## config.mk

```make
export PLATFORM = sky130hd
export DESIGN_NAME = am_match_detector
export DESIGN_NICKNAME = d
export VERILOG_FILES = /design/src/rtl/pcs_am_pkg.sv /design/src/rtl/am_block_timer.sv /design/src/rtl/am_match_detector.sv
export SDC_FILE = /design/constraint.sdc
export NUM_CORES = 1
export LEC_CHECK = 0
export BUFFER_PORTS_ARGS = -buffer_cell sky130_fd_sc_hd__buf_4
export CAP_MARGIN = 20
export CORE_MARGIN = 2
export CORE_UTILIZATION = 55
export CTS_CLUSTER_DIAMETER = 30
export DETAILED_ROUTE_END_ITERATION = 8
export PLACE_DENSITY = 0.92
export SLEW_MARGIN = 15
export SYNTH_ARGS = -nofsm -noshare
export SYNTH_HDL_FRONTEND = slang
export SYNTH_SLANG_ARGS = --single-unit
```

## constraint.sdc

```tcl
create_clock -name i_clock -period 4.2 [get_ports i_clock]
set_input_delay 0.63 -clock i_clock [delete_from_list [all_inputs] [get_ports i_clock]]
set_output_delay 0.63 -clock i_clock [all_outputs]
set_load 0.005 [all_outputs]
```

## src/rtl/pcs_am_pkg.sv

```systemverilog
`default_nettype none
// ============================================================================
// Package     : pcs_am_pkg
// Description : Alignment-marker constants and lookup table shared by the
//               PCS lane-alignment blocks.
// Revision    : 1.0 - initial release
// ============================================================================
package pcs_am_pkg;

  localparam int         N_ALIGNERS    = 20;
  localparam int         NB_LANE_ID    = 5;
  localparam int         NB_AM_PATTERN = 48;
  localparam logic [1:0] SH_CTRL       = 2'b10;

  // Each entry packs {M0,M1,M2,M4,M5,M6}; the BIP3/BIP7 bytes are not part of the pattern.
  typedef logic [NB_AM_PATTERN-1:0] am_pattern_t;

  function automatic am_pattern_t am_pattern(input int unsigned lane);
    case (lane)
      0:       am_pattern = 48'hC16821_3E97DE;
      1:       am_pattern = 48'h9D718E_628E71;
      2:       am_pattern = 48'h594BE8_A6B417;
      3:       am_pattern = 48'h4D957B_B26A84;
      4:       am_pattern = 48'hF50709_0AF8F6;
      5:       am_pattern = 48'hDD14C2_22EB3D;
      6:       am_pattern = 48'h9A4A26_65B5D9;
      7:       am_pattern = 48'h7B4566_84BA99;
      8:       am_pattern = 48'hA02476_5FDB89;
      9:       am_pattern = 48'h68C9FB_973604;
      10:      am_pattern = 48'hFD6C99_029366;
      11:      am_pattern = 48'hB99155_466EAA;
      12:      am_pattern = 48'h5CB9B2_A3464D;
      13:      am_pattern = 48'h1AF8BD_E50742;
      14:      am_pattern = 48'h83C7CA_7C3835;
      15:      am_pattern = 48'h3536CD_CAC932;
      16:      am_pattern = 48'hC4314C_3BCEB3;
      17:      am_pattern = 48'hADD6B7_522948;
      18:      am_pattern = 48'h5F662A_A099D5;
      19:      am_pattern = 48'hC0F0E5_3F0F1A;
      default: am_pattern = '0;
    endcase
  endfunction

endpackage
`default_nettype wire

```

## src/rtl/am_block_timer.sv

```systemverilog
`default_nettype none
// ============================================================================
// Module      : am_block_timer
// Description : Counts accepted blocks and flags the block expected to be an AM.
// Revision    : 1.0 - initial release
// ============================================================================
module am_block_timer #(
  parameter int N_BLOCKS = 16383,
  parameter int NB_CNT   = $clog2(N_BLOCKS + 2)
) (
  input  logic i_clock,
  input  logic i_reset,
  input  logic i_accept,
  input  logic i_reset_count,
  output logic o_timer_done
);

  localparam logic [NB_CNT-1:0] WRAP = NB_CNT'(N_BLOCKS + 1);

  logic [NB_CNT-1:0] cnt_q, cnt_d, cnt_next;
  logic              done_q, done_d;

  // A restart request wins over the natural wrap; both land on 1.
  always_comb begin
    cnt_next = cnt_q + 1'b1;
    if (i_reset_count || (cnt_q == WRAP)) begin
      cnt_next = NB_CNT'(1);
    end
    cnt_d  = cnt_q;
    done_d = done_q;
    if (i_accept) begin
      cnt_d  = cnt_next;
      done_d = (cnt_next == WRAP);
    end
  end

  always_ff @(posedge i_clock) begin
    if (i_reset) begin
      cnt_q  <= '0;
      done_q <= 1'b0;
    end else begin
      cnt_q  <= cnt_d;
      done_q <= done_d;
    end
  end

  assign o_timer_done = done_q;

endmodule
`default_nettype wire

```

## src/rtl/am_match_detector.sv

```systemverilog
`default_nettype none
// ============================================================================
// Module      : am_match_detector
// Description : Per-lane alignment-marker detection with block-position timer.
// Revision    : 1.0 - initial release
// ============================================================================
module am_match_detector #(
  parameter int N_ALIGNERS = pcs_am_pkg::N_ALIGNERS,
  parameter int N_BLOCKS   = 16383,
  parameter int NB_CNT     = $clog2(N_BLOCKS + 2)
) (
  input  logic                              i_clock,
  input  logic                              i_reset,
  input  logic                              i_enable,
  input  logic                              i_valid,
  input  logic [65:0]                       i_data,
  input  logic                              i_ignore_sh,
  input  logic                              i_enable_mask,
  input  logic [N_ALIGNERS-1:0]             i_match_mask,
  input  logic                              i_reset_count,
  output logic                              o_valid,
  output logic [65:0]                       o_data,
  output logic [N_ALIGNERS-1:0]             o_match_vector,
  output logic                              o_am_valid,
  output logic [pcs_am_pkg::NB_LANE_ID-1:0] o_lane_id,
  output logic                              o_timer_done
);

  import pcs_am_pkg::*;

  logic                  accept;
  logic                  sh_ok;
  logic [N_ALIGNERS-1:0] raw;
  logic [N_ALIGNERS-1:0] match_d, match_q;
  logic [NB_LANE_ID-1:0] lane_d, lane_q;
  logic                  am_valid_d, am_valid_q;
  logic [65:0]           data_d, data_q;
  logic                  valid_q;

  assign accept = i_enable & i_valid;
  assign sh_ok  = i_ignore_sh | (i_data[65:64] == SH_CTRL);

  generate
    for (genvar j = 0; j < N_ALIGNERS; j++) begin : g_cmp
      am_pattern_t pat;
      assign pat    = am_pattern(j);
      assign raw[j] = sh_ok && (i_data[63:40] == pat[47:24]) && (i_data[31:8] == pat[23:0]);
    end
  endgenerate

  always_comb begin
    match_d = i_enable_mask ? (raw & i_match_mask) : raw;
    am_valid_d = |match_d;
    // Scan downward so the lowest set index is the one left standing.
    lane_d = '0;
    for (int j = N_ALIGNERS - 1; j >= 0; j--) begin
      if (match_d[j]) begin
        lane_d = NB_LANE_ID'(j);
      end
    end
    data_d = i_data;
  end

  always_ff @(posedge i_clock) begin
    if (i_reset) begin
      valid_q    <= 1'b0;
      data_q     <= '0;
      match_q    <= '0;
      am_valid_q <= 1'b0;
      lane_q     <= '0;
    end else begin
      valid_q <= accept;
      if (accept) begin
        data_q     <= data_d;
        match_q    <= match_d;
        am_valid_q <= am_valid_d;
        lane_q     <= lane_d;
      end
    end
  end

  am_block_timer #(
    .N_BLOCKS (N_BLOCKS),
    .NB_CNT   (NB_CNT)
  ) u_timer (
    .i_clock       (i_clock),
    .i_reset       (i_reset),
    .i_accept      (accept),
    .i_reset_count (i_reset_count),
    .o_timer_done  (o_timer_done)
  );

  assign o_valid        = valid_q;
  assign o_data         = data_q;
  assign o_match_vector = match_q;
  assign o_am_valid     = am_valid_q;
  assign o_lane_id      = lane_q;

endmodule
`default_nettype wire

```

==> results of run 1 <==
synth_stat cells, drive strengths merged (5+ instances only):
cell type / number / share of area
nand2: 196 / 0.12
dfxtp: 109 / 0.37
a21oi: 102 / 0.086
and4bb: 44 / 0.094
nand4: 39 / 0.044
clkbuf: 30 / 0.019
nor4: 30 / 0.045
nor2: 28 / 0.018
o2111ai: 20 / 0.035
buf: 18 / 0.020
o21ai: 18 / 0.016
nand3: 14 / 0.013
nor3: 9 / 0.0084
nand3b: 7 / 0.0089
or2b: 6 / 0.0076
and3: 5 / 0.0055
worst register-to-register path: cells and delay by family, from the launching register on:
| kind | cells | cell delay (ns) |
|---|---|---|
| AOI/OAI and AO/OA | 1 | 0.16 |
| xor gates and xnor gates | 1 | 0.17 |
| adders and majority gates | 1 | 0.30 |
| DFF | 1 | 0.47 |
| and+or+nand+nor | 4 | 1.21 |
worst max-delay path by stage:
stage,cells after the start,startpoint,end,slack [ns]
detailed placement,7,i_data[40],o_lane_id[2],1.44
global placement,7,i_data[40],o_lane_id[2],1.32
floorplan,7,i_data[64],o_lane_id[3],2.09
global route,7,u_timer.cnt_q[0],u_timer.cnt_q[11],1.70
CTS,7,i_data[40],o_lane_id[2],1.84
finish,7,i_data[40],o_lane_id[1],1.76
layout make-up:
class / count / area [um2]
Clock buffer: 9 / 124
Fill cell: 806 / 2770
Inverter: 4 / 15.0
Timing Repair Buffer: 189 / 1430
Multi-Input combinational cell: 575 / 3510
Clock inverter: 7 / 168
Tap cell: 136 / 170
Sequential cell: 109 / 2180
cells by family (layout without fill, tap and decap cells):
group                      after synthesis  after routing
and+or+nand+nor                        405            405
xor gates and xnor gates                 5              5
DFF                                    109            109
adders and majority gates                2              2
AOI/OAI and AO/OA                      163            163
buffers and inverters                   52            209
metal layers:
layer / GRT usage / wire length [um] / up-vias / part of all wire
met5: 0 / 0 / - / 0
met1: 0.458 / 8420 / 3100 / 0.40
met3: 0.0678 / 1890 / 104 / 0.089
li1: - / - / 3012 / -
met2: 0.566 / 9780 / 434 / 0.46
met4: 0.168 / 1070 / 0 / 0.051
power groups by stage:
| stage | registers [mW] | clock network [mW] | logic (mW) |
|---|---|---|---|
| after floorplan | 1.11 | 0 | 0.132 |
| after global placement | 1.10 | 0 | 0.298 |
| after detailed placement | 1.10 | 0 | 0.302 |
| after CTS | 1.08 | 0.905 | 0.304 |
| after global routing | 1.08 | 0.951 | 0.333 |
| final | 1.08 | 0.902 | 0.310 |
through the flow:
| stage | hold WS [ns] | util | setup WS [ns] |
|---|---|---|---|
| floorplan | 0.442 | - | 2.09 |
| global placement | 0.439 | 0.704 | 1.32 |
| detailed placement | 0.443 | 0.704 | 1.44 |
| CTS | 0.458 | 0.733 | 1.84 |
| global route | 0.469 | 0.733 | 1.70 |
| finish | 0.457 | 0.733 | 1.76 |
state kept, by name, indices dropped and copies added, names as in the netlist:
| signal | flops |
|---|---|
| u_timer.cnt_q | 15 |
| o_data | 66 |
| o_match_vector | 20 |
| o_valid | 1 |
| o_am_valid | 1 |
| o_lane_id | 5 |
| u_timer.o_timer_done | 1 |
==> load_flow_metrics.sql, run 1 <==
INSERT INTO impl_metrics (metric_group, metric, value, unit) VALUES
('drt', 'drt_initial_violations', '840', ''),
('cts', 'numCtsBuffers', '9', ''),
('drt', 'detail_route.first_pass.iterations', '7', ''),
('placement', 'place.gp.congestion', '1.09', ''),
('outcome', 'status', 'finished, final reports clean', ''),
('floorplan', 'core_area', '10400', 'um2'),
('cts', 'cts.hold.buffers_added', '0', ''),
('pwr', 'power-per-cell-area', '302', 'nW/um2'),
('sta', 'fmax', '409', 'MHz'),
('pwr', 'overall_power_consumption', '2.29', 'mW'),
('yosys', 'share_of_the_synthesized_area_in_compound_gates_ao_oa_aoi_oai', '0.175', ''),
('sta', 'post-route-period-util', '0.582', ''),
('yosys', 'synth_seq_cells', '109', ''),
('min_path', 'timing.hold.worst_path_depth', '2', ''),
('yosys', 'synth_simple_gate_area_frac', '0.404', ''),
('cts', 'cts_resized', '0', ''),
('placement', 'place.detailed.instances', '1013', ''),
('layout', 'n_antenna_cell', '0', ''),
('cts', 'ctsRootBufferMaster', 'sky130_fd_sc_hd__clkbuf_8', ''),
('cts', 'clkLatencyLatePin', '0.39', 'ns'),
('global_route', 'globalRoute.totalOverflow', '0', ''),
('setup_path', 'critical_path_peak_fanout', '10', ''),
('drt', 'vias_per_cell', '6.46', ''),
('setup_path', 'setup.reg_to_reg.worst_slack', '1.81', 'ns'),
('pwr', 'seq_power_share', '0.472', ''),
('setup_path', 'timing.rr.end', 'u_timer.o_timer_done', ''),
('yosys', 'syn_nets', '831', ''),
('cts', 'clock_tree_from_tritoncts', 'built', ''),
('setup_path', 'cp_cell_sequence', 'buf_4, and4bb_1, o2111ai_4, nor4_1, a2111o_1, nor4_1, a211oi_1', ''),
('yosys', 'yosys.area_share.xor_xnor', '0.00739', ''),
('sta', 'timing_max_transition_violations_final', '0', ''),
('floorplan', 'die_h', '108', 'um'),
('drt', 'antenna_nets_post_route', '0', ''),
('pwr', 'internal_power', '1.73', 'mW'),
('setup_path', 'worst_path_dominant_cell_family', 'simple AND/OR/NAND/NOR gates', ''),
('floorplan', 'die_area', '11600', 'um2'),
('cts', 'clkTransAtPathRegs', '0.11', 'ns'),
('cts', 'cts_buffer_depth', '2', ''),
('yosys', 'distinct_cell_type_count_of_the_synthesized_netlist', '67', ''),
('sta', 'tns', '0', 'ns'),
('pwr', 'leakagePower', '2.86', 'nW'),
('pwr', 'switchingPower', '0.566', 'mW'),
('yosys', 'synth_top_family_by_area', 'simple AND/OR/NAND/NOR gates', ''),
('layout', 'ratio_of_cells_with_drive_above_1_in_the_final_layout', '0.302', ''),
('pwr', 'p_comb_frac', '0.135', ''),
('yosys', 'post_synth_arst_share', '0', ''),
('yosys', 'syn-mean-instance-area', '8.05', 'um2'),
('min_path', 'startpoint_of_the_tightest_hold_check_path', 'o_match_vector[1]', ''),
('layout', 'finalNetCount', '983', ''),
('global_route', 'grt_pass1_vias', '6101', ''),
('yosys', 'syn_area', '5920', 'um2'),
('pwr', 'switching_share', '0.247', ''),
('sta', 'relative_slew_slack', '0.391', ''),
('floorplan', 'floorplan.io_pins', '187', ''),
('yosys', 'synth-adder-area-share', '0.00422', ''),
('sta', 'report.final.setup_viol', '0', ''),
('sta', 'hold_viol', '0', ''),
('layout', 'layout.cells.non_filler', '1029', ''),
('setup_path', 'critical_path.most_common_cell', 'sky130_fd_sc_hd__nor4_1', ''),
('global_route', 'first_pass_grt_wire_length', '32.1', 'mm'),
('floorplan', 'starting_density_of_the_core', '0.571', ''),
('pwr', 'power_frac_clock', '0.393', ''),
('setup_path', 'timing.critical_path.from_type', 'input port', ''),
('sta', 'grt_setup_unrepaired', 'no', ''),
('placement', 'post-dp-hpwl', '15.8', 'mm'),
('setup_path', 'worstReg2RegStart', 'u_timer.cnt_q[0]', ''),
('yosys', 'synth_seq_area_share', '0.368', ''),
('floorplan', 'die-width', '108', 'um'),
('sta', 'layout_min_cycle_time', '2.44', 'ns'),
('run', 'cap_violations', '0', ''),
('placement', 'portBuffers', '186', '');
(Power assumes the default switching activity.)
==> run 2: changes to the inputs <==
--- a/config.mk
+++ b/config.mk
@@ -5,13 +5,14 @@
 export SDC_FILE = /design/constraint.sdc
 export NUM_CORES = 1
 export LEC_CHECK = 0
+export ABC_AREA = 1
 export BUFFER_PORTS_ARGS = -buffer_cell sky130_fd_sc_hd__buf_4
 export CAP_MARGIN = 20
 export CORE_MARGIN = 2
-export CORE_UTILIZATION = 55
+export CORE_UTILIZATION = 52
 export CTS_CLUSTER_DIAMETER = 30
 export DETAILED_ROUTE_END_ITERATION = 8
-export PLACE_DENSITY = 0.92
+export PLACE_DENSITY = 0.88
 export SLEW_MARGIN = 15
 export SYNTH_ARGS = -nofsm -noshare
 export SYNTH_HDL_FRONTEND = slang
==> constraint.sdc (replaced) <==
create_clock -name i_clock -period 2.53 [get_ports i_clock]
set_input_delay 0.3795 -clock i_clock [delete_from_list [all_inputs] [get_ports i_clock]]
set_output_delay 0.3795 -clock i_clock [all_outputs]
set_load 0.005 [all_outputs]
==> run 2 against run 1 <==
Compared with the run above: non-clock buffer count rose by 9; cell count rose by 27%; core utilization fell by 3.5 points; register-to-register slack got worse by 1.3 ns; global-route usage rose by 4.2 points; flip-flop and latch count did not move; critical endpoint is now o_lane_id[3]; largest power group unchanged.
==> load_flow_metrics.sql, run 2 <==
INSERT INTO impl_metrics (metric_group, metric, value, unit) VALUES
('yosys', 'syn-mean-instance-area', '6.24', 'um2'),
('floorplan', 'die-width', '113', 'um'),
('cts', 'clkLatencyLatePin', '0.37', 'ns'),
('sta', 'grt_setup_unrepaired', 'no', ''),
('yosys', 'synth_simple_gate_area_frac', '0.362', ''),
('pwr', 'leakagePower', '3.66', 'nW'),
('yosys', 'synth-warning-count', '0', ''),
('drt', 'vias_per_cell', '5.85', ''),
('drt', 'routed_wirelength', '25.3', 'mm'),
('setup_path', 'critical_path_class', 'input port to flop', ''),
('setup_path', 'critical_path_peak_fanout', '11', ''),
('cts', 'number_of_buffers_inserted_by_post_cts_setup_repair', '0', ''),
('yosys', 'synth-adder-area-share', '0.00406', ''),
('yosys', 'synth_ff_type', 'sky130_fd_sc_hd__dfxtp_1', ''),
('layout', 'multi_input_comb_area', '3360', 'um2'),
('layout', 'n_antenna_cell', '0', ''),
('yosys', 'postSynthCellCount', '987', ''),
('sta', 'timing.final.ws_setup', '0.489', 'ns'),
('setup_path', 'critPathCaptureType', 'flop', ''),
('yosys', 'synth_seq_area_share', '0.354', ''),
('pwr', 'power-per-cell-area', '513', 'nW/um2'),
('cts', 'cts_resized', '0', ''),
('cts', 'clkTransAtPathRegs', '0.07', 'ns'),
('cts', 'tritoncts_num_sinks', '109', ''),
('setup_path', 'worst-endpoint-arrival', '2.34', 'ns'),
('yosys', 'distinct_cell_type_count_of_the_synthesized_netlist', '33', ''),
('sta', 'fmax', '490', 'MHz'),
('yosys', 'yosys.area_share.xor_xnor', '0.00996', ''),
('global_route', 'largest_net_degree_at_the_start_of_global_routing', '97', ''),
('floorplan', 'starting_density_of_the_core', '0.537', ''),
('layout', 'mostFrequentLayoutCell', 'sky130_fd_sc_hd__nor2_1', ''),
('global_route', 'globalRoute.totalOverflow', '0', ''),
('layout', 'largest_register_ffs', '66', ''),
('yosys', 'synth_top_family_by_area', 'simple AND/OR/NAND/NOR gates', ''),
('placement', 'post-dp-hpwl', '20.0', 'mm'),
('yosys', 'most_common_cell_in_the_netlist', 'sky130_fd_sc_hd__nor2_1', ''),
('yosys', 'synth_area_leader_cell', 'sky130_fd_sc_hd__dfxtp_1', ''),
('floorplan', 'core_area', '11500', 'um2'),
('drt', 'average_wire_per_standard_cell', '19.4', 'um'),
('global_route', 'grt_pass1_vias', '7254', ''),
('sta', 'tightest_slew', '0.609', 'ns'),
('sta', 'timing_max_transition_violations_final', '0', ''),
('outcome', 'status', 'finished, final reports clean', ''),
('global_route', 'grt_use_total', '0.396', ''),
('sta', 'relative_slew_slack', '0.590', ''),
('yosys', 'share_of_the_synthesized_area_in_compound_gates_ao_oa_aoi_oai', '0.169', ''),
('cts', 'clock_tree_from_tritoncts', 'built', ''),
('cts', 'cts.hold.buffers_added', '0', ''),
('min_path', 'worst_min_delay_path_class', 'input port to flop', ''),
('sta', 'report.final.setup_viol', '0', ''),
('sta', 'post-route-period-util', '0.807', ''),
('setup_path', 'data_required_time_of_the_worst_path', '2.83', 'ns'),
('placement', 'place.gp.congestion', '1.19', ''),
('run', 'cap_violations', '0', ''),
('yosys', 'yosysTopAreaCellShare', '0.354', ''),
('yosys', 'syn_nets', '1082', ''),
('yosys', 'post_synth_arst_share', '0', ''),
('yosys', 'synth_seq_cells', '109', ''),
('yosys', 'synth_edf_count', '0', ''),
('yosys', 'syn_area', '6160', 'um2'),
('sta', 'hold_viol', '0', ''),
('layout', 'layout.cells.most_common_list', 'sky130_fd_sc_hd__nor2_1, sky130_fd_sc_hd__buf_4, sky130_fd_sc_hd__nand2_1, sky130_fd_sc_hd__inv_1, sky130_fd_sc_hd__dfxtp_1', ''),
('setup_path', 'critPathMaxStageDelay', '0.27', 'ns'),
('layout', 'ratio_of_cells_with_drive_above_1_in_the_final_layout', '0.200', ''),
('floorplan', 'row_count', '39', ''),
('sta', 'tns', '0', 'ns'),
('drt', 'antenna_nets_post_route', '0', ''),
('cts', 'numCtsBuffers', '9', ''),
('sta', 'layout_min_cycle_time', '2.04', 'ns'),
('layout', 'finalNetCount', '1253', ''),
('yosys', 'synth_mux_area_frac', '0', ''),
('placement', 'dpl_worst_slack', '0.204', 'ns'),
('drt', 'drt_initial_violations', '1115', ''),
('placement', 'portBuffers', '186', ''),
('layout', 'syn2layout_area_growth', '29.8', '%'),
('floorplan', 'die_h', '113', 'um'),
('layout', 'num-fill-cells', '1006', ''),
('pwr', 'ir_drop', '534', 'uV'),
('global_route', 'first_pass_grt_wire_length', '39.0', 'mm'),
('global_route', 'antenna_found_initial', '0', ''),
('setup_path', 'cp_slowest_cell', 'sky130_fd_sc_hd__nor2_1', ''),
('drt', 'via_count', '7632', ''),
('cts', 'ctsRootBufferMaster', 'sky130_fd_sc_hd__clkbuf_16', ''),
('yosys', 'synth_top_cells_by_count', 'sky130_fd_sc_hd__nor2_1, sky130_fd_sc_hd__nand2_1, sky130_fd_sc_hd__inv_1', ''),
('cts', 'h-tree-depth', '3', ''),
('cts', 'cts_buffer_depth', '2', ''),
('setup_path', 'timing.critical_path.from_type', 'input port', ''),
('layout', 'seqCellArea', '2180', 'um2'),
('floorplan', 'die_area', '12700', 'um2'),
('drt', 'route.detailed.drc', '0', ''),
('drt', 'detail_route.first_pass.iterations', '6', ''),
('yosys', 'post_synth_main_area_contributors', 'sky130_fd_sc_hd__dfxtp_1, sky130_fd_sc_hd__nor2_1, sky130_fd_sc_hd__nand2_1', ''),
('sta', 'clock_skew', '0.00885', 'ns'),
('floorplan', 'floorplan.io_pins', '187', ''),
('setup_path', 'cp_cell_sequence', 'buf_4, inv_1, nand2_1, nand2_1, inv_1, nor2_1, nand3b_1, nor3_1, nand4_1, nand4_1, o21ai_0, a21oi_1', '');
-- run 2: cell count changes in the layout (fill, tap and decap cells not counted), sizes merged, moves of 17 or more --
cell	before	now
nor2	28	212
o21ai	18	103
nand3	14	42
a21oi	102	80
inv	6	126
nor3	9	35
o2111ai	20	3
and4bb	44	0
nand2	196	153
-- run 2: final cells by class --
class / instances / share of cell area
repair buffers: 198 / 0.189
flip-flops and latches: 109 / 0.273
well taps: 143 / 0.0224
inverters: 124 / 0.0585
multi-input cells: 716 / 0.420
clock inverters: 6 / 0.00892
clock buffers: 9 / 0.0282
-- run 2: power by group --
part           leakage (nW)  total (mW)  internal, mW  switching [mW]
clock network         0.139        1.45         0.771           0.683
registers             0.897        1.88          1.82          0.0629
logic                  2.63       0.766         0.318           0.447
total                  3.66        4.10          2.91            1.19
-- run 2: cell families after synthesis --
family	count (synthesis)
xor+xnor	7
compound gates	199
flops	109
fa+ha+maj	2
simple gates	508
buf+inv	162
-- run 2: final timing paths --
check	slack, ns	to	startpoint	cells after the start
hold / removal	0.26	o_data[38]	i_data[38]	3
hold reg to reg	0.47	o_lane_id[1]	o_lane_id[1]	2
setup / recovery	0.49	o_lane_id[3]	i_data[64]	12
setup reg to reg	0.52	u_timer.o_timer_done	u_timer.cnt_q[0]	13
-- run 2: critical path, delay by kind of cell --
| family | cells | cell delay [ns] |
|---|---|---|
| AOI/OAI and AO/OA | 2 | 0.21 |
| buffers and inverters | 3 | 0.44 |
| and+or+nand+nor | 7 | 1.31 |
-- run 2: layer usage --
layer	share of wire	global-route usage	wire [um]	vias up
li1	-	-	-	3580
met1	0.40	0.494	10000	3466
met2	0.45	0.648	11300	487
met3	0.11	0.0975	2680	99
met4	0.049	0.180	1240	0
met5	0	0	0	-
-- run 2: through the flow --
stage	power (mW)	hold slack [ns]	std cells	util	area (um2)
after floorplan	2.24	0.445	987	-	6160
after global placement	2.64	0.456	1290	0.671	7700
after detailed placement	2.66	0.462	1290	0.671	7700
after CTS	4.09	0.258	1305	0.697	8000
after global routing	4.26	0.259	1305	0.697	8000
final	4.10	0.264	1305	0.697	8000
==> run 3: changes to the inputs <==
--- a/config.mk
+++ b/config.mk
@@ -5,7 +5,7 @@
 export SDC_FILE = /design/constraint.sdc
 export NUM_CORES = 1
 export LEC_CHECK = 0
-export ABC_AREA = 1
+export ABC_AREA = 0
 export BUFFER_PORTS_ARGS = -buffer_cell sky130_fd_sc_hd__buf_4
 export CAP_MARGIN = 20
 export CORE_MARGIN = 2
==> constraint.sdc (replaced) <==
create_clock -name i_clock -period 1.91 [get_ports i_clock]
set_input_delay 0.2865 -clock i_clock [delete_from_list [all_inputs] [get_ports i_clock]]
set_output_delay 0.2865 -clock i_clock [all_outputs]
set_load 0.005 [all_outputs]
==> run 3 against run 2 <==
Compared with the run above: the flow now finishes with violations (negative setup slack); global-route usage decreased by 3.1 points; clock power increased by 32%; cell area increased by 9.8%; sequential power increased by 27%; clock skew decreased by 0.0053 ns; total power increased by 24%; sequential share of layout area decreased by 2.3 points; worst setup slack got worse by 0.58 ns; die area decreased by 3.7%; critical endpoint is now u_timer.o_timer_done; register-to-register slack got worse by 0.61 ns.
==> load_flow_metrics.sql, run 3 (synthesis results as in run 1) <==
INSERT INTO impl_metrics (metric_group, metric, value, unit) VALUES
('outcome', 'status', 'finished with violations', ''),
('outcome', 'violations_in_the_final_reports', 'negative setup slack', ''),
('sta', 'grt_setup_unrepaired', 'yes', ''),
('setup_path', 'critical_path_peak_fanout', '4', ''),
('setup_path', 'critPathCaptureType', 'flop', ''),
('global_route', 'gr-usage-met3', '0.0776', ''),
('global_route', 'antenna_found_initial', '0', ''),
('cts', 'h-tree-depth', '3', ''),
('drt', 'detail_route.first_pass.iterations', '6', ''),
('floorplan', 'core_area', '11000', 'um2'),
('sta', 'layout_min_cycle_time', '2.00', 'ns'),
('global_route', 'globalRoute.totalOverflow', '0', ''),
('layout', 'layout.cells.non_filler', '1164', ''),
('floorplan', 'starting_density_of_the_core', '0.539', ''),
('sta', 'tightest_slew', '0.617', 'ns'),
('cts', 'clock_tree_from_tritoncts', 'built', ''),
('cts', 'numCtsBuffers', '9', ''),
('pwr', 'leakagePower', '3.59', 'nW'),
('setup_path', 'worst-endpoint-arrival', '2.29', 'ns'),
('layout', 'final_core_utilization', '0.799', ''),
('cts', 'ctsRootBufferMaster', 'sky130_fd_sc_hd__clkbuf_16', ''),
('drt', 'average_wire_per_standard_cell', '20.5', 'um'),
('floorplan', 'die-width', '111', 'um'),
('setup_path', 'setup.reg_to_reg.worst_slack', '-0.09', 'ns'),
('placement', 'placement.cell_area', '8290', 'um2'),
('placement', 'place.gp.congestion', '0.994', ''),
('pwr', 'switching_share', '0.262', ''),
('floorplan', 'floorplan.io_pins', '187', ''),
('pwr', 'p_comb_frac', '0.158', ''),
('setup_path', 'cp_slowest_cell', 'sky130_fd_sc_hd__or4b_1', ''),
('sta', 'post-route-period-util', '1.05', ''),
('drt', 'routed_wirelength', '23.9', 'mm'),
('sta', 'timing.final.ws_setup', '-0.0882', 'ns'),
('pwr', 'ir_drop', '512', 'uV'),
('drt', 'via_count', '7257', ''),
('setup_path', 'data_required_time_of_the_worst_path', '2.21', 'ns'),
('layout', 'syn2layout_area_growth', '48.2', '%'),
('floorplan', 'row_count', '38', ''),
('setup_path', 'critPathMaxStageDelay', '0.47', 'ns'),
('setup_path', 'cp_cell_sequence', 'buf_4, a2111oi_4, a41o_1, nand3_1, a21oi_1, or4b_1, o21ai_1', ''),
('global_route', 'met1_usage', '0.461', ''),
('layout', 'ratio_of_cells_with_drive_above_1_in_the_final_layout', '0.415', ''),
('layout', 'n_antenna_cell', '0', ''),
('sta', 'clock_skew', '0.00351', 'ns'),
('cts', 'tritoncts_num_sinks', '109', ''),
('drt', 'route.detailed.drc', '0', ''),
('sta', 'hold_viol', '0', ''),
('setup_path', 'critical_path_class', 'flop to flop', ''),
('sta', 'relative_slew_slack', '0.585', ''),
('layout', 'largest_register_ffs', '66', ''),
('cts', 'cts_buffer_depth', '2', ''),
('pwr', 'seq_power_share', '0.467', ''),
('cts', 'cts.hold.buffers_added', '0', ''),
('cts', 'clkLatencyLatePin', '0.36', 'ns'),
('pwr', 'power-per-cell-area', '580', 'nW/um2'),
('pwr', 'power_frac_clock', '0.375', ''),
('sta', 'fmax', '500', 'MHz'),
('layout', 'postLayoutCellArea', '8780', 'um2'),
('drt', 'vias_per_cell', '6.23', ''),
('global_route', 'grt_pass1_vias', '6878', ''),
('layout', 'finalNetCount', '1114', ''),
('run', 'cap_violations', '0', ''),
('setup_path', 'timing.critical_path.from_type', 'flop', ''),
('sta', 'finalHoldWorstSlack', '0.170', 'ns'),
('cts', 'clkTransAtPathRegs', '0.07', 'ns'),
('drt', 'drt_initial_violations', '781', ''),
('floorplan', 'die_h', '111', 'um'),
('drt', 'antenna_nets_post_route', '0', ''),
('floorplan', 'die_area', '12300', 'um2'),
('global_route', 'first_pass_grt_wire_length', '36.1', 'mm'),
('pwr', 'switchingPower', '1.34', 'mW'),
('placement', 'post-dp-hpwl', '17.7', 'mm'),
('placement', 'portBuffers', '186', ''),
('global_route', 'top_usage_layer', 'met2', ''),
('sta', 'tns', '-0.142', 'ns'),
('layout', 'layout.cells.most_common_list', 'sky130_fd_sc_hd__buf_4, sky130_fd_sc_hd__nand2_1, sky130_fd_sc_hd__dfxtp_1, sky130_fd_sc_hd__a21oi_1', ''),
('sta', 'timing_max_transition_violations_final', '0', ''),
('global_route', 'grt_use_total', '0.365', ''),
('min_path', 'worst_min_delay_path_class', 'input port to flop', ''),
('sta', 'report.final.setup_viol', '3', ''),
('layout', 'mostFrequentLayoutCell', 'sky130_fd_sc_hd__buf_4', ''),
('pwr', 'internal_power', '3.76', 'mW'),
('placement', 'place.detailed.instances', '1143', ''),
('global_route', 'grt_use_met2', '0.608', ''),
('global_route', 'largest_net_degree_at_the_start_of_global_routing', '66', '');
run 3: changes by cell type in the layout (fill, tap and decap cells not counted), moves of 7 or more:
cell,before,now
sky130_fd_sc_hd__nand2_1,151,194
sky130_fd_sc_hd__o2111ai_1,3,17
sky130_fd_sc_hd__o21ai_0,102,13
sky130_fd_sc_hd__and4bb_2,0,36
sky130_fd_sc_hd__a21oi_1,79,98
sky130_fd_sc_hd__and4bb_1,0,7
sky130_fd_sc_hd__nand3_1,37,13
sky130_fd_sc_hd__nor2_1,208,26
sky130_fd_sc_hd__nor3_1,35,8
sky130_fd_sc_hd__inv_1,120,1
sky130_fd_sc_hd__buf_4,196,314
run 3: final timing paths:
check             cells past startpoint                from                    to
hold reg to reg                       2  o_match_vector[16]    o_match_vector[16]
hold / removal                        3          i_data[35]            o_data[35]
setup reg to reg                      7    u_timer.cnt_q[1]  u_timer.o_timer_done
setup / recovery                      7    u_timer.cnt_q[1]  u_timer.o_timer_done
run 3: worst max-delay path: cells and delay by family (launching register included):
kind	cells	cell delay (ns)
simple gates	2	0.58
flops	1	0.36
compound gates	4	0.83
buf+inv	1	0.16
run 3: power groups by stage:
stage | clock network, mW | logic (mW) | registers, mW
after floorplan | 0 | 0.291 | 2.43
after global placement | 0 | 0.755 | 2.43
after detailed placement | 0 | 0.774 | 2.43
after CTS | 1.92 | 0.780 | 2.38
after global routing | 2.01 | 0.865 | 2.39
final | 1.91 | 0.807 | 2.38
run 3: layout make-up:
type                    instances  area [um2]
fillers                       720        2200
clock inverters                 7        73.8
clock buffers                   9         225
well taps                     140         175
multi-input cells             575        3640
flip-flops and latches        109        2190
inverters                       4        15.0
repair buffers                320        2460
run 3: metrics by stage:
step,power [mW],worst slack (ns)
6_report,5.10,-0.0882
3_3_place_gp,3.18,-0.276
4_1_cts,5.08,-0.0181
3_5_place_dp,3.20,-0.286
5_1_grt,5.26,-0.181
2_1_floorplan,2.72,0.0328
run 3: what timing repair did:
action | in CTS | in global routing
gates resized for setup | 4 | 30
endpoints found under the setup margin | 5 | 10
setup buffers | 0 | 5
gates cloned | 0 | 0
pin swaps | 1 | 16
run 3: routing by layer:
layer	wire length (um)	up-vias
met1	9210	3411
met4	1070	0
met2	11400	468
li1	-	3283
met5	0	-
met3	2200	95
